### src/rtl/mem_bus_arbiter.sv
// Round-robin arbiter that merges several bus masters onto the single memory port.
// Optional ARB_TIMEOUT_EN adds a BUSY-state watchdog that releases the bus after TIMEOUT cycles.
module mem_bus_arbiter #(
  parameter int unsigned N_MASTERS = 3,
  parameter int unsigned ADDR_W    = 16,
  parameter int unsigned DATA_W    = 16,
  parameter int unsigned TIMEOUT   = 255
) (
  input  logic                          clk,
  input  logic                          reset,
  input  logic [N_MASTERS-1:0]          m_request,
  input  logic [N_MASTERS-1:0]          m_mode,
  input  logic [N_MASTERS*ADDR_W-1:0]   m_locator,
  input  logic [N_MASTERS*DATA_W-1:0]   m_write,
  output logic [N_MASTERS-1:0]          m_response,
  output logic [N_MASTERS-1:0]          grant,
  output logic                          mem_request,
  output logic                          mem_mode,
  output logic [ADDR_W-1:0]             mem_locator,
  output logic [DATA_W-1:0]             mem_write,
  input  logic                          mem_response,
  output logic                          timeout_err
);

  localparam int unsigned IdxW = (N_MASTERS > 1) ? $clog2(N_MASTERS) : 1;

  typedef enum logic [1:0] {StIdle, StBusy, StRelease} state_e;

  state_e               state_q, state_d;
  logic [N_MASTERS-1:0] grant_q, grant_d;
  // last_q doubles as the owner index while BUSY/RELEASE, since it only moves on a grant.
  logic [IdxW-1:0]      last_q, last_d;

  logic                 hit;
  logic [IdxW-1:0]      pick;
  logic                 expire;
  logic                 suppress_rsp;

  always_comb begin
    int unsigned cand;
    hit  = 1'b0;
    pick = last_q;
    cand = 0;
    for (int unsigned k = 1; k <= N_MASTERS; k++) begin
      cand = (int'(last_q) + k) % N_MASTERS;
      if (!hit && m_request[cand]) begin
        hit  = 1'b1;
        pick = cand[IdxW-1:0];
      end
    end
  end

  always_comb begin
    state_d = state_q;
    grant_d = grant_q;
    last_d  = last_q;
    unique case (state_q)
      StIdle: begin
        if (hit) begin
          grant_d = N_MASTERS'(1) << pick;
          last_d  = pick;
          state_d = StBusy;
        end
      end
      StBusy: begin
        if (mem_response || expire) state_d = StRelease;
      end
      StRelease: begin
        if (!m_request[last_q]) begin
          grant_d = '0;
          state_d = StIdle;
        end
      end
      default: begin
        grant_d = '0;
        state_d = StIdle;
      end
    endcase
  end

  always_ff @(posedge clk) begin
    if (reset) begin
      state_q <= StIdle;
      grant_q <= '0;
      last_q  <= IdxW'(N_MASTERS - 1);
    end else begin
      state_q <= state_d;
      grant_q <= grant_d;
      last_q  <= last_d;
    end
  end

`ifdef ARB_TIMEOUT_EN
  localparam int unsigned CntW = ($clog2(TIMEOUT + 1) > 8) ? $clog2(TIMEOUT + 1) : 8;

  logic [CntW-1:0] cnt_q;
  logic            tout_q;
  logic            err_q;

  // Counter is held at zero in IDLE, so it is always zero on the first BUSY cycle.
  assign expire = (state_q == StBusy) && !mem_response && (cnt_q == CntW'(TIMEOUT - 1));

  always_ff @(posedge clk) begin
    if (reset) begin
      cnt_q  <= '0;
      tout_q <= 1'b0;
      err_q  <= 1'b0;
    end else begin
      err_q <= expire;
      if (state_q == StIdle) begin
        cnt_q <= '0;
      end else if (state_q == StBusy) begin
        cnt_q <= cnt_q + 1'b1;
      end
      if (expire) begin
        tout_q <= 1'b1;
      end else if (state_q == StIdle) begin
        tout_q <= 1'b0;
      end
    end
  end

  assign suppress_rsp = tout_q;
  assign timeout_err  = err_q && !reset;
`else
  assign expire       = 1'b0;
  assign suppress_rsp = 1'b0;
  assign timeout_err  = 1'b0;
`endif

  // Outputs are gated by reset so nothing leaks out during the reset cycle itself.
  logic busy;
  logic fwd;
  assign busy = (state_q == StBusy) && !reset;
  assign fwd  = !reset && ((state_q == StBusy) || ((state_q == StRelease) && !suppress_rsp));

  always_comb begin
    mem_request = busy;
    mem_mode    = 1'b0;
    mem_locator = '0;
    mem_write   = '0;
    if (busy) begin
      mem_mode    = m_mode[last_q];
      mem_locator = m_locator[last_q*ADDR_W +: ADDR_W];
      mem_write   = m_write[last_q*DATA_W +: DATA_W];
    end
  end

  assign m_response = fwd ? (grant_q & {N_MASTERS{mem_response}}) : '0;
  assign grant      = reset ? '0 : grant_q;

endmodule

### config.mk
export PLATFORM = sky130hd
export DESIGN_NAME = mem_bus_arbiter
export DESIGN_NICKNAME = d
export VERILOG_FILES = /design/src/rtl/mem_bus_arbiter.sv
export SDC_FILE = /design/constraint.sdc
export NUM_CORES = 1
export LEC_CHECK = 0
export BUFFER_PORTS_ARGS = -buffer_cell sky130_fd_sc_hd__buf_2
export CORE_AREA = 5 5 70 72
export DETAILED_ROUTE_END_ITERATION = 10
export DIE_AREA = 0 0 75 77
export PLACE_DENSITY = 0.8
export REMOVE_ABC_BUFFERS = 1
export SLEW_MARGIN = 20
export SYNTH_ARGS = -nofsm -noshare
export SYNTH_HDL_FRONTEND = slang
export SYNTH_SLANG_ARGS = --single-unit
### constraint.sdc
create_clock -name clk -period 3.35 [get_ports clk]
set_clock_uncertainty 0.2 [all_clocks]
set_input_delay 0.1675 -clock clk [delete_from_list [all_inputs] [get_ports clk]]
set_output_delay 0.1675 -clock clk [all_outputs]
set_load 0.02 [all_outputs]
# Word level (Yosys, flattened, before mapping)
# Cells that the tools add are included.
[totals]
register_bits = 7
in_bits = 105
wordCells = 63
[op_classes]
addsub = 3
div_mod_pow = 3
magnitude_cmp = 4
n_eq_ne = 5
n_shift = 3
n_mux = 28
n_bitwise = 2
reduce_logical = 12
[ops]
columns = ["operator", "n"]
rows = [
  ["$lt 32x3->1 const B", 3],
  ["$mod 32x2->32 const B", 3],
  ["$shiftx 48x7->16", 2],
  ["$mux 16", 2],
  ["$mux 2", 6],
  ["$mux 3", 4],
  ["$bmux 1 s2", 5],
  ["$mux 1", 9],
  ["$pmux 3 s3", 1],
  ["$add 2x2->3 const B", 2],
  ["$ne 2x2->1 const B", 3],
  ["$pmux 2 s3", 1],
  ["$reduce_and 3->1", 2],
  ["$logic_and 1x1->1", 4],
  ["$add 2x1->3 const B", 1],
  ["$and 3x3->3", 1],
  ["$logic_not 1->1", 3],
  ["$lt 2x3->1 const B", 1],
  ["$shl 1x2->3 const A", 1],
  ["$eq 2x1->1 const B", 1],
  ["$eq 2x2->1 const B", 1],
  ["$logic_not 2->1", 1],
  ["$reduce_and 2->1", 1],
  ["$logic_or 1x1->1", 1],
  ["$not 1->1", 1],
]

# Depth between registers and ports, before layout
# Gate-level depths: netlist of run 1.
[logic_depth]
word_depth = 14
mapped_depth = 10
mapped_depth_nobuf = 8

# Worst setup path after synthesis of run 1
# OpenSTA, ideal clock, no wires.
[synth_path]
path_kind = "reg-to-reg"
start = "register last_q[1]"
end = "register grant_q[0]"
setup_time_ns = 0.058
t_arrival_ns = 2.626
required_time_ns = 3.092
slack_ns = 0.466
path_stages_with_launch = 11
synth_period_minus_slack_ns = 2.884
path_cell_list = "dfxtp_1 > buf_4 > buf_1 > inv_1 > ha_1 > mux2i_1 > o22ai_1 > nor3b_1 > mux2_2 > nor4bb_1 > a21o_1"
[synth_between]
elab_chain_len = 14
[synth_lines]
columns = ["element", "line_no", "source"]
rows = [
  ["from (decl)", "32", "logic [IdxW-1:0] last_q, last_d;"],
  ["from (signal assigned)", "85", "last_q <= IdxW'(N_MASTERS - 1);"],
  ["from (signal assigned)", "89", "last_q <= last_d;"],
  ["$add 2x1->3", "45", "cand = (int'(last_q) + k) % N_MASTERS;"],
  ["$mod 32x2->32", "45", ""],
  ["$bmux 1 s2", "46", "if (!hit && m_request[cand]) begin"],
  ["$mux 1 (implied by the code)", "46", ""],
  ["$mux 1", "46", ""],
  ["$logic_not 1->1", "46", ""],
  ["$logic_and 1x1->1", "46", ""],
  ["$mux 1", "46", ""],
  ["$logic_not 1->1", "46", ""],
  ["$logic_and 1x1->1", "46", ""],
  ["$mux 2", "46", ""],
  ["$shl 1x2->3", "60", "grant_d = N_MASTERS'(1) << pick;"],
  ["$mux 3", "59", "if (hit) begin"],
  ["$pmux 3 s3", "57", "unique case (state_q)"],
  ["to (signal assigned)", "88", "grant_q <= grant_d;"],
  ["to (decl)", "30", "logic [N_MASTERS-1:0] grant_q, grant_d;"],
]
# Several ways; a longest one is shown, not always the timed one. The select of a mux whose other input is x is not followed.
# A chain may end at the register's enable or synchronous reset.

# Final worst setup path of run 1
# Same ends and word-level chain as after synthesis.

==> results of run 1 <==
==> metrics by stage <==
stage	total power, mW	util, %	hold slack [ps]
final	1.40	53.8	12.6
after global routing	1.54	53.8	31.3
after CTS	1.41	53.8	10.8
after detailed placement	1.28	52.7	255
after global placement	1.24	52.7	261
after floorplan	0.977	-	36.6
==> kinds of logic (layout without fill, tap and decap cells) <==
| family | after synthesis | count (layout) | share of synthesized area, % |
|---|---|---|---|
| other | 1 | 1 | 0.250 |
| and+or+nand+nor | 102 | 102 | 31.3 |
| DFF | 7 | 7 | 9.35 |
| buffers and inverters | 26 | 162 | 8.26 |
| adders and majority gates | 7 | 7 | 5.84 |
| muxes | 38 | 38 | 25.5 |
| AOI/OAI and AO/OA | 51 | 51 | 19.5 |
==> routing by layer <==
layer  up-vias  GRT usage, %  part of all wire, %
li1       1072             -                    -
met1       922          21.3                   37
met2        92          35.9                   53
met3        13          2.35                  8.1
met4         0          6.23                  2.1
met5         -             0                    0
==> layout make-up <==
class                           count  area (um2)  share of cell area, %
Multi-Input combinational cell    199        1230                   54.2
Sequential cell                     7         141                   6.21
Tap cell                           52        65.1                   2.86
Clock buffer                        4        45.0                   1.98
Timing Repair Buffer              149         758                   33.3
Inverter                            9        33.8                   1.48
==> worst max path at each step <==
stage | startpoint | endpoint
after CTS | last_q[1]$_SDFFE_PP1P_ | grant_q[0]$_SDFFE_PP0P_
final | last_q[1]$_SDFFE_PP1P_ | grant_q[0]$_SDFFE_PP0P_
after floorplan | last_q[1]$_SDFFE_PP1P_ | grant_q[0]$_SDFFE_PP0P_
after global placement | last_q[1]$_SDFFE_PP1P_ | grant_q[0]$_SDFFE_PP0P_
after global routing | last_q[1]$_SDFFE_PP1P_ | grant_q[0]$_SDFFE_PP0P_
after detailed placement | last_q[1]$_SDFFE_PP1P_ | grant_q[0]$_SDFFE_PP0P_
==> synth_stat cells (all sizes together) <==
| cell | instances |
|---|---|
| dfxtp | 7 |
| nand2b | 1 |
| and2 | 4 |
| nand2 | 6 |
| o21ai | 2 |
| conb | 1 |
| ha | 7 |
| o211ai | 2 |
| a41oi | 1 |
| clkbuf | 9 |
| a21oi | 37 |
| nor4bb | 1 |
| o2bb2ai | 1 |
| o311a | 1 |
| nor2 | 70 |
| mux2i | 37 |
| or4 | 2 |
| nor2b | 5 |
| nand3 | 2 |
| a21o | 1 |
| nand3b | 2 |
| o22ai | 2 |
| nor3b | 2 |
| buf | 8 |
| nor3 | 2 |
| and3 | 2 |
| a211o | 1 |
| or3 | 1 |
| mux2 | 1 |
| nand4 | 2 |
| inv | 9 |
| a211oi | 2 |
| o31ai | 1 |
==> registers in the layout (all words and copies together), names as in the netlist <==
| signal | cells |
|---|---|
| last_q | 2 |
| grant_q | 3 |
| state_q | 2 |
==> report_power, final <==
group          switching, mW  total [mW]  internal, mW  leakage (nW)
Combinational          0.644        1.11         0.465          1.33
Sequential            0.0531       0.170         0.116        0.0574
Clock                 0.0410       0.124        0.0827        0.0228
==> critical path: stages, from the launching register on <==
cell and delay [ps]:
dfxtp_2 650, ha_1 370, mux2i_1 340, o21ai_2 120, or4_1 510, nand3_1 160, nor4bb_1 230, a21o_1 110
==> qor.json, run 1 <==
{
  "clock_tree": {
    "cts_inserted_buffers": 3,
    "ctsResizeCount": 0,
    "cts_hold_buffers": 0,
    "clk_latency_ps": 240,
    "numClockSinks": 7,
    "total_number_of_h_tree_levels": 1,
    "postCtsSetupRepairBufs": 0,
    "clock_tree.buffer_depth": 2,
    "cts-root-buf": "clkbuf_8",
    "path_clk_slew_ps": 40,
    "clock_tree_from_tritoncts": "built"
  },
  "layout": {
    "highest_count_cells_in_the_layout_ignoring_fill_and_taps": "buf_2, nor2_1, mux2i_1, a21oi_1",
    "layout.cells.most_common": "buf_2",
    "nFillCells": 434,
    "total_inserted_antenna_cells": 0,
    "fin_area_mm2": 0.00228,
    "finalNonFillerCells": 420,
    "share_of_post_route_cells_with_drive_strength_above_1_pct": 43.5,
    "p_r_area_growth_vs_syn_pct": 52.0,
    "layout_nets": 481
  },
  "route": {
    "drtPass1Iterations": 4,
    "antenna_left": 0,
    "dr_total_vias": 2099,
    "wl_per_cell_um": 13.8,
    "routed_via_density": 5.00,
    "detail_route.drc_violations": 0,
    "route.final.wire_length_mm": 5.78,
    "drt_iter0_markers": 73
  },
  "min_path": {
    "holdCritStartpoint": "reset",
    "hold-path-cell-count": 2,
    "hp-class": "input port to flop",
    "min_delay_worst_endpoint": "grant_q[2]$_SDFFE_PP0P_"
  },
  "flow_run": {
    "drv.max_cap_violation_count": 0
  },
  "timing": {
    "final.setup.tns_ps": 0,
    "grt_setup_unrepaired": "false",
    "final_period_minus_worst_setup_slack_ps": 2750,
    "layout_setup_ws_ps": 601,
    "maxSlewViolCount": 0,
    "final-hold-violation-count": 0,
    "worst_slew_pin_slew_ps": 515,
    "final-setup-viol-count": 0,
    "max_freq_mhz": 364,
    "period_share_pct": 82.1,
    "relSlewSlack_pct": 65.7
  },
  "synth": {
    "postSynthRegisterBits": 7,
    "synth-seq-area-share_pct": 9.35,
    "synth.avg_cell_area_um2": 6.46,
    "synth.distinct_cells": 41,
    "netlist_top_cells_area": "mux2i_1, nor2_1, a21oi_1",
    "post_synth_instance_area_mm2": 0.00150,
    "yosys_warnings": 0,
    "synthCells": 232,
    "synthDominantCellAreaShare_pct": 24.7,
    "synth_top_area_cell": "mux2i_1"
  },
  "power": {
    "power-per-cell-area_mw_per_mm2": 615,
    "worst_ir_drop_vdd_uv": 192,
    "p_leak_nw": 1.41
  },
  "grt": {
    "number_of_antenna_violations_at_the_first_check_in_global_routing": 0,
    "grt_start_max_net_pins": 34,
    "groute.usage.overall_pct": 19.1,
    "grt_pass1_vias": 2063,
    "total_congestion_overflow": 0,
    "first_pass_grt_wire_length_mm": 9.03
  },
  "floorplan": {
    "floorplan.die.height_um": 77,
    "num_io_pins": 146,
    "core_mm2": 0.00423,
    "rows": 24,
    "design.die.area_mm2": 0.00578,
    "start_util_pct": 35.4,
    "die_w_um": 75
  },
  "placement": {
    "post-place-cells": 416,
    "io_buffer_count": 144,
    "postPlaceCellArea_mm2": 0.00223,
    "globalplace.congestion": 0.840,
    "post_placement_worst_setup_slack_ps": 616,
    "dp_hpwl_mm": 4.63
  },
  "critical_path": {
    "startpoint_type_of_the_worst_setup_path": "flop",
    "setup.worst_path.end_class": "flop",
    "critical_path_required_ps": 3330,
    "r2r_end": "grant_q[0]$_SDFFE_PP0P_",
    "r2r_start": "last_q[1]$_SDFFE_PP1P_",
    "timing.reg2reg.setup_slack_ps": 600,
    "cp_data_arrival_time_ps": 2730,
    "worst_r2r_path_depth": 7,
    "critical_path.max_fanout": 18,
    "timing.setup.critical_path_class": "flop to flop"
  },
  "run_status": {
    "status": "complete, no violations"
  }
}
Note: power is estimated with default switching activity, not from simulation.
==> run 2, diff against run 1 <==
clock period = 2.8 ns   (was 3.35 ns; I/O delays follow)
==> qor.json, run 2 (synthesis results as in run 1) <==
{
  "route": {
    "drt_iter0_markers": {"value": 126, "change": "+73%"},
    "dr_total_vias": {"value": 2081, "change": "-0.86%"},
    "detail_route.drc_violations": {"value": 0, "change": "unchanged"},
    "routed_via_density": {"value": 4.92, "change": "-1.6%"},
    "route.final.wire_length": {"value": 5.50, "unit": "mm", "change": "-4.8%"},
    "drtPass1Iterations": {"value": 4, "change": "unchanged"},
    "antenna_left": {"value": 0, "change": "unchanged"},
    "wl_per_cell": {"value": 13.0, "unit": "um", "change": "-5.4%"}
  },
  "grt": {
    "grt_start_max_net_pins": {"value": 29, "change": "-15%"},
    "groute.usage.overall": {"value": 18.0, "unit": "%", "change": "-1.1 points"},
    "number_of_antenna_violations_at_the_first_check_in_global_routing": {"value": 0, "change": "unchanged"},
    "grt_pass1_vias": {"value": 1953, "change": "-5.3%"},
    "first_pass_grt_wire_length": {"value": 8.51, "unit": "mm", "change": "-5.8%"},
    "total_congestion_overflow": {"value": 0, "change": "unchanged"}
  },
  "floorplan": {
    "num_io_pins": {"value": 146, "change": "unchanged"},
    "design.die.area": {"value": 0.00578, "unit": "mm2", "change": "unchanged"},
    "floorplan.die.height": {"value": 77, "unit": "um", "change": "unchanged"},
    "rows": {"value": 24, "change": "unchanged"},
    "die_w": {"value": 75, "unit": "um", "change": "unchanged"},
    "core": {"value": 0.00423, "unit": "mm2", "change": "unchanged"},
    "start_util": {"value": 35.4, "unit": "%", "change": "unchanged"}
  },
  "timing": {
    "worst_slew_pin_slew": {"value": 561, "unit": "ps", "change": "+45.9 ps"},
    "period_share": {"value": 91.4, "unit": "%", "change": "+9.3 points"},
    "max_freq": {"value": 391, "unit": "MHz", "change": "+7.5%"},
    "maxSlewViolCount": {"value": 0, "change": "unchanged"},
    "relSlewSlack": {"value": 62.5, "unit": "%", "change": "-3.1 points"},
    "final_period_minus_worst_setup_slack": {"value": 2560, "unit": "ps", "change": "-191 ps"},
    "grt_setup_unrepaired": "false",
    "layout_setup_ws": {"value": 241, "unit": "ps", "change": "-359 ps"},
    "final-hold-violation-count": {"value": 0, "change": "unchanged"},
    "final-setup-viol-count": {"value": 0, "change": "unchanged"},
    "final.setup.tns": {"value": 0, "unit": "ps", "change": "unchanged"},
    "hold_slack": {"value": 30.4, "unit": "ps", "change": "+17.8 ps"}
  },
  "placement": {
    "dp_hpwl": {"value": 4.45, "unit": "mm", "change": "-3.9%"},
    "io_buffer_count": {"value": 144, "change": "unchanged"},
    "globalplace.congestion": {"value": 0.889, "change": "+5.9%"},
    "post_placement_worst_setup_slack": {"value": 340, "unit": "ps", "change": "-276 ps"}
  },
  "layout": {
    "biggestRegsByFlops": "grant_q x3, last_q x2, state_q x2",
    "total_inserted_antenna_cells": {"value": 0, "change": "unchanged"},
    "postLayoutCoreUtil": {"value": 54.7, "unit": "%", "change": "+0.92 points"},
    "share_of_post_route_cells_with_drive_strength_above_1": {"value": 43.9, "unit": "%", "change": "+0.46 points"},
    "multi_input_comb_area": {"value": 0.00123, "unit": "mm2", "change": "unchanged"},
    "largest_register_ff_count": {"value": 3, "change": "unchanged"},
    "sequential_cell_area": {"value": 141, "unit": "um2", "change": "unchanged"},
    "regMostFlops": "grant_q",
    "layout_nets": {"value": 484, "change": "+0.62%"},
    "nFillCells": {"value": 412, "change": "-5.1%"},
    "p_r_area_growth_vs_syn_pct": 54.6,
    "highest_count_cells_in_the_layout_ignoring_fill_and_taps": "buf_2, nor2_1, mux2i_1, a21oi_1",
    "layout.cells.most_common": "buf_2"
  },
  "critical_path": {
    "startpoint_type_of_the_worst_setup_path": "flop",
    "critical_path.max_fanout": {"value": 12, "change": "-6"},
    "cp_slowest_cell": "mux2_2",
    "worstPathCellList": "buf_4 -> ha_1 -> mux2i_1 -> o21ai_1 -> nor3b_1 -> mux2_2 -> nor4bb_1 -> a21o_1",
    "slowest_delay": {"value": 390, "unit": "ps", "change": "-260 ps"},
    "cp_data_arrival_time": {"value": 2540, "unit": "ps", "change": "-190 ps"},
    "timing.setup.critical_path_class": "flop to flop",
    "critical_path_depth": {"value": 8, "change": "+1"},
    "setup.worst_path.end_class": "flop",
    "critical_path_required": {"value": 2780, "unit": "ps", "change": "-550 ps"},
    "critical_path_buf_inv_count": {"value": 1, "change": "+1"},
    "crit_family": "multiplexers",
    "worst_r2r_path_depth": {"value": 8, "change": "+1"}
  },
  "power": {
    "worst_ir_drop_vdd": {"value": 248, "unit": "uV", "change": "+29%"},
    "p_leak": {"value": 1.44, "unit": "nW", "change": "+1.6%"},
    "power-per-cell-area": {"value": 733, "unit": "mW/mm2", "change": "+19%"},
    "totalPowerFinal": {"value": 1.70, "unit": "mW", "change": "+21%"}
  },
  "clock_tree": {
    "clock_tree_from_tritoncts": "built",
    "postCtsSetupRepairBufs": {"value": 0, "change": "unchanged"},
    "numClockSinks": {"value": 7, "change": "unchanged"},
    "total_number_of_h_tree_levels": {"value": 1, "change": "unchanged"},
    "ctsResizeCount": {"value": 0, "change": "unchanged"},
    "clock_tree.buffer_depth": {"value": 2, "change": "unchanged"},
    "cts-root-buf": "clkbuf_8",
    "clk_latency": {"value": 240, "unit": "ps", "change": "about the same"},
    "cts_hold_buffers": {"value": 1, "change": "+1"},
    "cts_inserted_buffers": {"value": 3, "change": "unchanged"},
    "path_clk_slew": {"value": 50, "unit": "ps", "change": "about the same"}
  },
  "run_status": {
    "status": "complete, no violations"
  },
  "flow_run": {
    "drv.max_cap_violation_count": {"value": 0, "change": "unchanged"}
  },
  "min_path": {
    "hp-class": "input port to flop",
    "hold-path-cell-count": {"value": 3, "change": "+1"}
  }
}
## run 2: routing by layer
metal	wire length [um]	up-vias	share of wire, %	global-route usage [%]
met5	0	-	0	0
li1	-	1076	-	-
met4	45	0	0.82	4.63
met3	464	5	8.4	2.88
met2	2960	80	54	33.4
met1	2030	920	37	20.5
## run 2: through the flow
stage	cell area [um2]	instances
4_1_cts	2320	423
3_5_place_dp	2260	418
6_report	2320	423
2_1_floorplan	1410	215
5_1_grt	2320	423
3_3_place_gp	2260	418
## run 2: worst paths after layout
| path | slack (ps) | start | end |
|---|---|---|---|
| worst max-delay path | 240 | last_q[0]$_SDFFE_PP0P_ | grant_q[0]$_SDFFE_PP0P_ |
| worst min-delay path | 30 | mem_response | state_q[1]$_SDFFE_PP0P_ |
| worst max register to register | 240 | last_q[0]$_SDFFE_PP0P_ | grant_q[0]$_SDFFE_PP0P_ |
| worst min register to register | 270 | grant_q[2]$_SDFFE_PP0P_ | grant_q[2]$_SDFFE_PP0P_ |
## run 2: report_power, final
group	switching [mW]	internal (mW)	leakage, nW
Combinational	0.806	0.580	1.35
Sequential	0.0219	0.139	0.0574
Clock	0.0539	0.0972	0.0255
## run 2: area by class of cell
type                            instances  share of cell area, %
Multi-Input combinational cell        199                   53.3
Inverter                                9                   1.46
Tap cell                               52                   2.81
Clock buffer                            3                   1.78
Clock inverter                          1                  0.216
Timing Repair Buffer                  152                   34.3
Sequential cell                         7                   6.10
## run 2: tightest hold or removal path, stage by stage
cell     delay, ps
buf_2          100
a21oi_1         60
nor3_1         110
==> run 3, diff against run 2 <==
CELL_PAD_IN_SITES_DETAIL_PLACEMENT = 0   (was default)
CELL_PAD_IN_SITES_GLOBAL_PLACEMENT = 1   (was default)
CORE_AREA = 5 5 87 89   (was 5 5 70 72)
DIE_AREA = 0 0 92 94   (was 0 0 75 77)
PLACE_DENSITY = 0.82   (was 0.8)
SKIP_LAST_GASP = 1   (was default)
==> qor.json, run 3 (synthesis results as in run 1) <==
{
  "layout": {
    "regMostFlops": "grant_q",
    "layout.cells.most_common": "buf_2",
    "p_r_area_growth_vs_syn_pct": 54.8,
    "largest_register_ff_count": {"value": 3, "change": "unchanged"},
    "nFillCells": {"value": 760, "change": "+84%"},
    "biggestRegsByFlops": "grant_q x3, last_q x2, state_q x2",
    "share_of_post_route_cells_with_drive_strength_above_1": {"value": 43.6, "unit": "%", "change": "-0.30 points"},
    "highest_count_cells_in_the_layout_ignoring_fill_and_taps": "buf_2, nor2_1, mux2i_1, a21oi_1",
    "total_inserted_antenna_cells": {"value": 0, "change": "unchanged"},
    "postLayoutCoreUtil": {"value": 34.7, "unit": "%", "change": "-20 points"},
    "layout_nets": {"value": 482, "change": "-0.41%"},
    "fin_area": {"value": 0.00232, "unit": "mm2", "change": "+0.16%"}
  },
  "placement": {
    "postPlaceCellArea": {"value": 0.00228, "unit": "mm2", "change": "+0.66%"},
    "globalplace.congestion": {"value": 0.853, "change": "-4.1%"},
    "io_buffer_count": {"value": 144, "change": "unchanged"},
    "dp_hpwl": {"value": 4.77, "unit": "mm", "change": "+7.2%"},
    "post_placement_worst_setup_slack": {"value": 260, "unit": "ps", "change": "-79.5 ps"}
  },
  "grt": {
    "grt_pass1_vias": {"value": 2193, "change": "+12%"},
    "grt_busiest_layer": "met2",
    "grt_start_max_net_pins": {"value": 35, "change": "+21%"},
    "first_pass_grt_wire_length": {"value": 9.42, "unit": "mm", "change": "+11%"},
    "global_route.usage.met3": {"value": 3.61, "unit": "%", "change": "+0.73 points"},
    "total_congestion_overflow": {"value": 0, "change": "unchanged"},
    "number_of_antenna_violations_at_the_first_check_in_global_routing": {"value": 0, "change": "unchanged"},
    "met1_usage": {"value": 14.2, "unit": "%", "change": "-6.4 points"},
    "groute.usage.overall": {"value": 12.8, "unit": "%", "change": "-5.2 points"},
    "grtUsageMet2": {"value": 24.2, "unit": "%", "change": "-9.2 points"}
  },
  "power": {
    "p_leak": {"value": 1.42, "unit": "nW", "change": "-1.3%"},
    "power-per-cell-area": {"value": 720, "unit": "mW/mm2", "change": "-1.8%"},
    "worst_ir_drop_vdd": {"value": 238, "unit": "uV", "change": "-3.8%"}
  },
  "run_status": {
    "status": "complete, no violations"
  },
  "critical_path": {
    "setup.worst_path.end_class": "flop",
    "critical_path_required": {"value": 2770, "unit": "ps", "change": "about the same"},
    "r2r_end": "grant_q[0]$_SDFFE_PP0P_",
    "cp_data_arrival_time": {"value": 2490, "unit": "ps", "change": "-50 ps"},
    "critical_path.max_fanout": {"value": 17, "change": "+5"},
    "timing.reg2reg.setup_slack": {"value": 290, "unit": "ps", "change": "+40 ps"},
    "r2r_start": "last_q[0]$_SDFFE_PP0P_",
    "startpoint_type_of_the_worst_setup_path": "flop",
    "worst_r2r_path_depth": {"value": 8, "change": "unchanged"},
    "timing.setup.critical_path_class": "flop to flop"
  },
  "clock_tree": {
    "clock_tree.buffer_depth": {"value": 2, "change": "unchanged"},
    "path_clk_slew": {"value": 40, "unit": "ps", "change": "about the same"},
    "cts_hold_buffers": {"value": 0, "change": "-1"},
    "cts-root-buf": "clkbuf_8",
    "clock_tree_from_tritoncts": "built",
    "cts_inserted_buffers": {"value": 3, "change": "unchanged"},
    "ctsResizeCount": {"value": 0, "change": "unchanged"},
    "total_number_of_h_tree_levels": {"value": 1, "change": "unchanged"},
    "numClockSinks": {"value": 7, "change": "unchanged"},
    "clk_latency": {"value": 230, "unit": "ps", "change": "about the same"},
    "postCtsSetupRepairBufs": {"value": 0, "change": "unchanged"}
  },
  "min_path": {
    "hold-path-cell-count": {"value": 2, "change": "-1"},
    "holdCritStartpoint": "reset",
    "hp-class": "input port to flop",
    "min_delay_worst_endpoint": "grant_q[2]$_SDFFE_PP0P_"
  },
  "timing": {
    "grt_setup_unrepaired": "false",
    "max_freq": {"value": 398, "unit": "MHz", "change": "+1.7%"},
    "period_share": {"value": 89.8, "unit": "%", "change": "-1.6 points"},
    "final_period_minus_worst_setup_slack": {"value": 2510, "unit": "ps", "change": "-43.9 ps"},
    "final-hold-violation-count": {"value": 0, "change": "unchanged"},
    "layout_setup_ws": {"value": 285, "unit": "ps", "change": "+43.9 ps"},
    "final.setup.tns": {"value": 0, "unit": "ps", "change": "unchanged"},
    "maxSlewViolCount": {"value": 0, "change": "unchanged"},
    "final-setup-viol-count": {"value": 0, "change": "unchanged"}
  },
  "route": {
    "detail_route.drc_violations": {"value": 0, "change": "unchanged"},
    "drtPass1Iterations": {"value": 4, "change": "unchanged"},
    "wl_per_cell": {"value": 13.0, "unit": "um", "change": "-0.21%"},
    "dr_total_vias": {"value": 2080, "change": "-0.048%"},
    "route.final.wire_length": {"value": 5.83, "unit": "mm", "change": "+5.9%"},
    "drt_iter0_markers": {"value": 62, "change": "-51%"},
    "routed_via_density": {"value": 4.63, "change": "-5.8%"},
    "antenna_left": {"value": 0, "change": "unchanged"}
  },
  "floorplan": {
    "core": {"value": 0.00668, "unit": "mm2", "change": "+58%"},
    "design.die.area": {"value": 0.00865, "unit": "mm2", "change": "+50%"},
    "floorplan.die.height": {"value": 94, "unit": "um", "change": "+22%"},
    "rows": {"value": 30, "change": "+25%"},
    "num_io_pins": {"value": 146, "change": "unchanged"},
    "start_util": {"value": 22.4, "unit": "%", "change": "-13 points"},
    "die_w": {"value": 92, "unit": "um", "change": "+23%"}
  },
  "flow_run": {
    "drv.max_cap_violation_count": {"value": 0, "change": "unchanged"}
  }
}
==> run 3: final cells by class <==
| type | instances | area, um2 | share of cell area (%) |
|---|---|---|---|
| multi-input combinational | 199 | 1230 | 53.2 |
| timing repair buffer | 150 | 766 | 33.0 |
| sequential | 7 | 141 | 6.09 |
| tap | 80 | 100 | 4.31 |
| clock buffer | 4 | 45.0 | 1.94 |
| inverter | 9 | 33.8 | 1.46 |
==> run 3: worst max path at each step <==
stage                           start                       to  cells past startpoint
3_5_place_dp   last_q[0]$_SDFFE_PP0P_  grant_q[0]$_SDFFE_PP0P_                      8
5_1_grt        last_q[0]$_SDFFE_PP0P_  grant_q[0]$_SDFFE_PP0P_                      8
6_report       last_q[0]$_SDFFE_PP0P_  grant_q[0]$_SDFFE_PP0P_                      8
4_1_cts        last_q[0]$_SDFFE_PP0P_  grant_q[0]$_SDFFE_PP0P_                      8
2_1_floorplan  last_q[1]$_SDFFE_PP1P_  grant_q[0]$_SDFFE_PP0P_                      7
3_3_place_gp   last_q[0]$_SDFFE_PP0P_  grant_q[0]$_SDFFE_PP0P_                      8
==> run 3: critical path, cell delays in order, from the launching register on <==
cell	delay, ps
dfxtp_1	360
buf_4	240
ha_1	270
mux2i_1	260
o21ai_1	140
nor3b_1	210
mux2_2	390
nor4bb_1	280
a21o_1	110
==> run 3: layer usage <==
layer  up-vias  wire length (um)
met5         -                 0
met4         0                61
met3         8               557
met2        96              2940
met1       902              2270
li1       1074                 -
==> run 3: per-stage QoR <==
| step | hold WS, ps | instances | power [mW] |
|---|---|---|---|
| 2_1_floorplan | 9.07 | 215 | 1.17 |
| 3_3_place_gp | 232 | 445 | 1.51 |
| 3_5_place_dp | 241 | 445 | 1.54 |
| 4_1_cts | 3.96 | 449 | 1.69 |
| 5_1_grt | 18.6 | 449 | 1.85 |
| 6_report | 7.99 | 449 | 1.67 |
==> run 3: power breakdown <==
part / leakage (nW) / internal, mW / total (mW) / switching, mW
logic: 1.34 / 0.563 / 1.36 / 0.792
clock network: 0.0228 / 0.0986 / 0.143 / 0.0443
registers: 0.0574 / 0.140 / 0.172 / 0.0322
total: 1.42 / 0.801 / 1.67 / 0.869
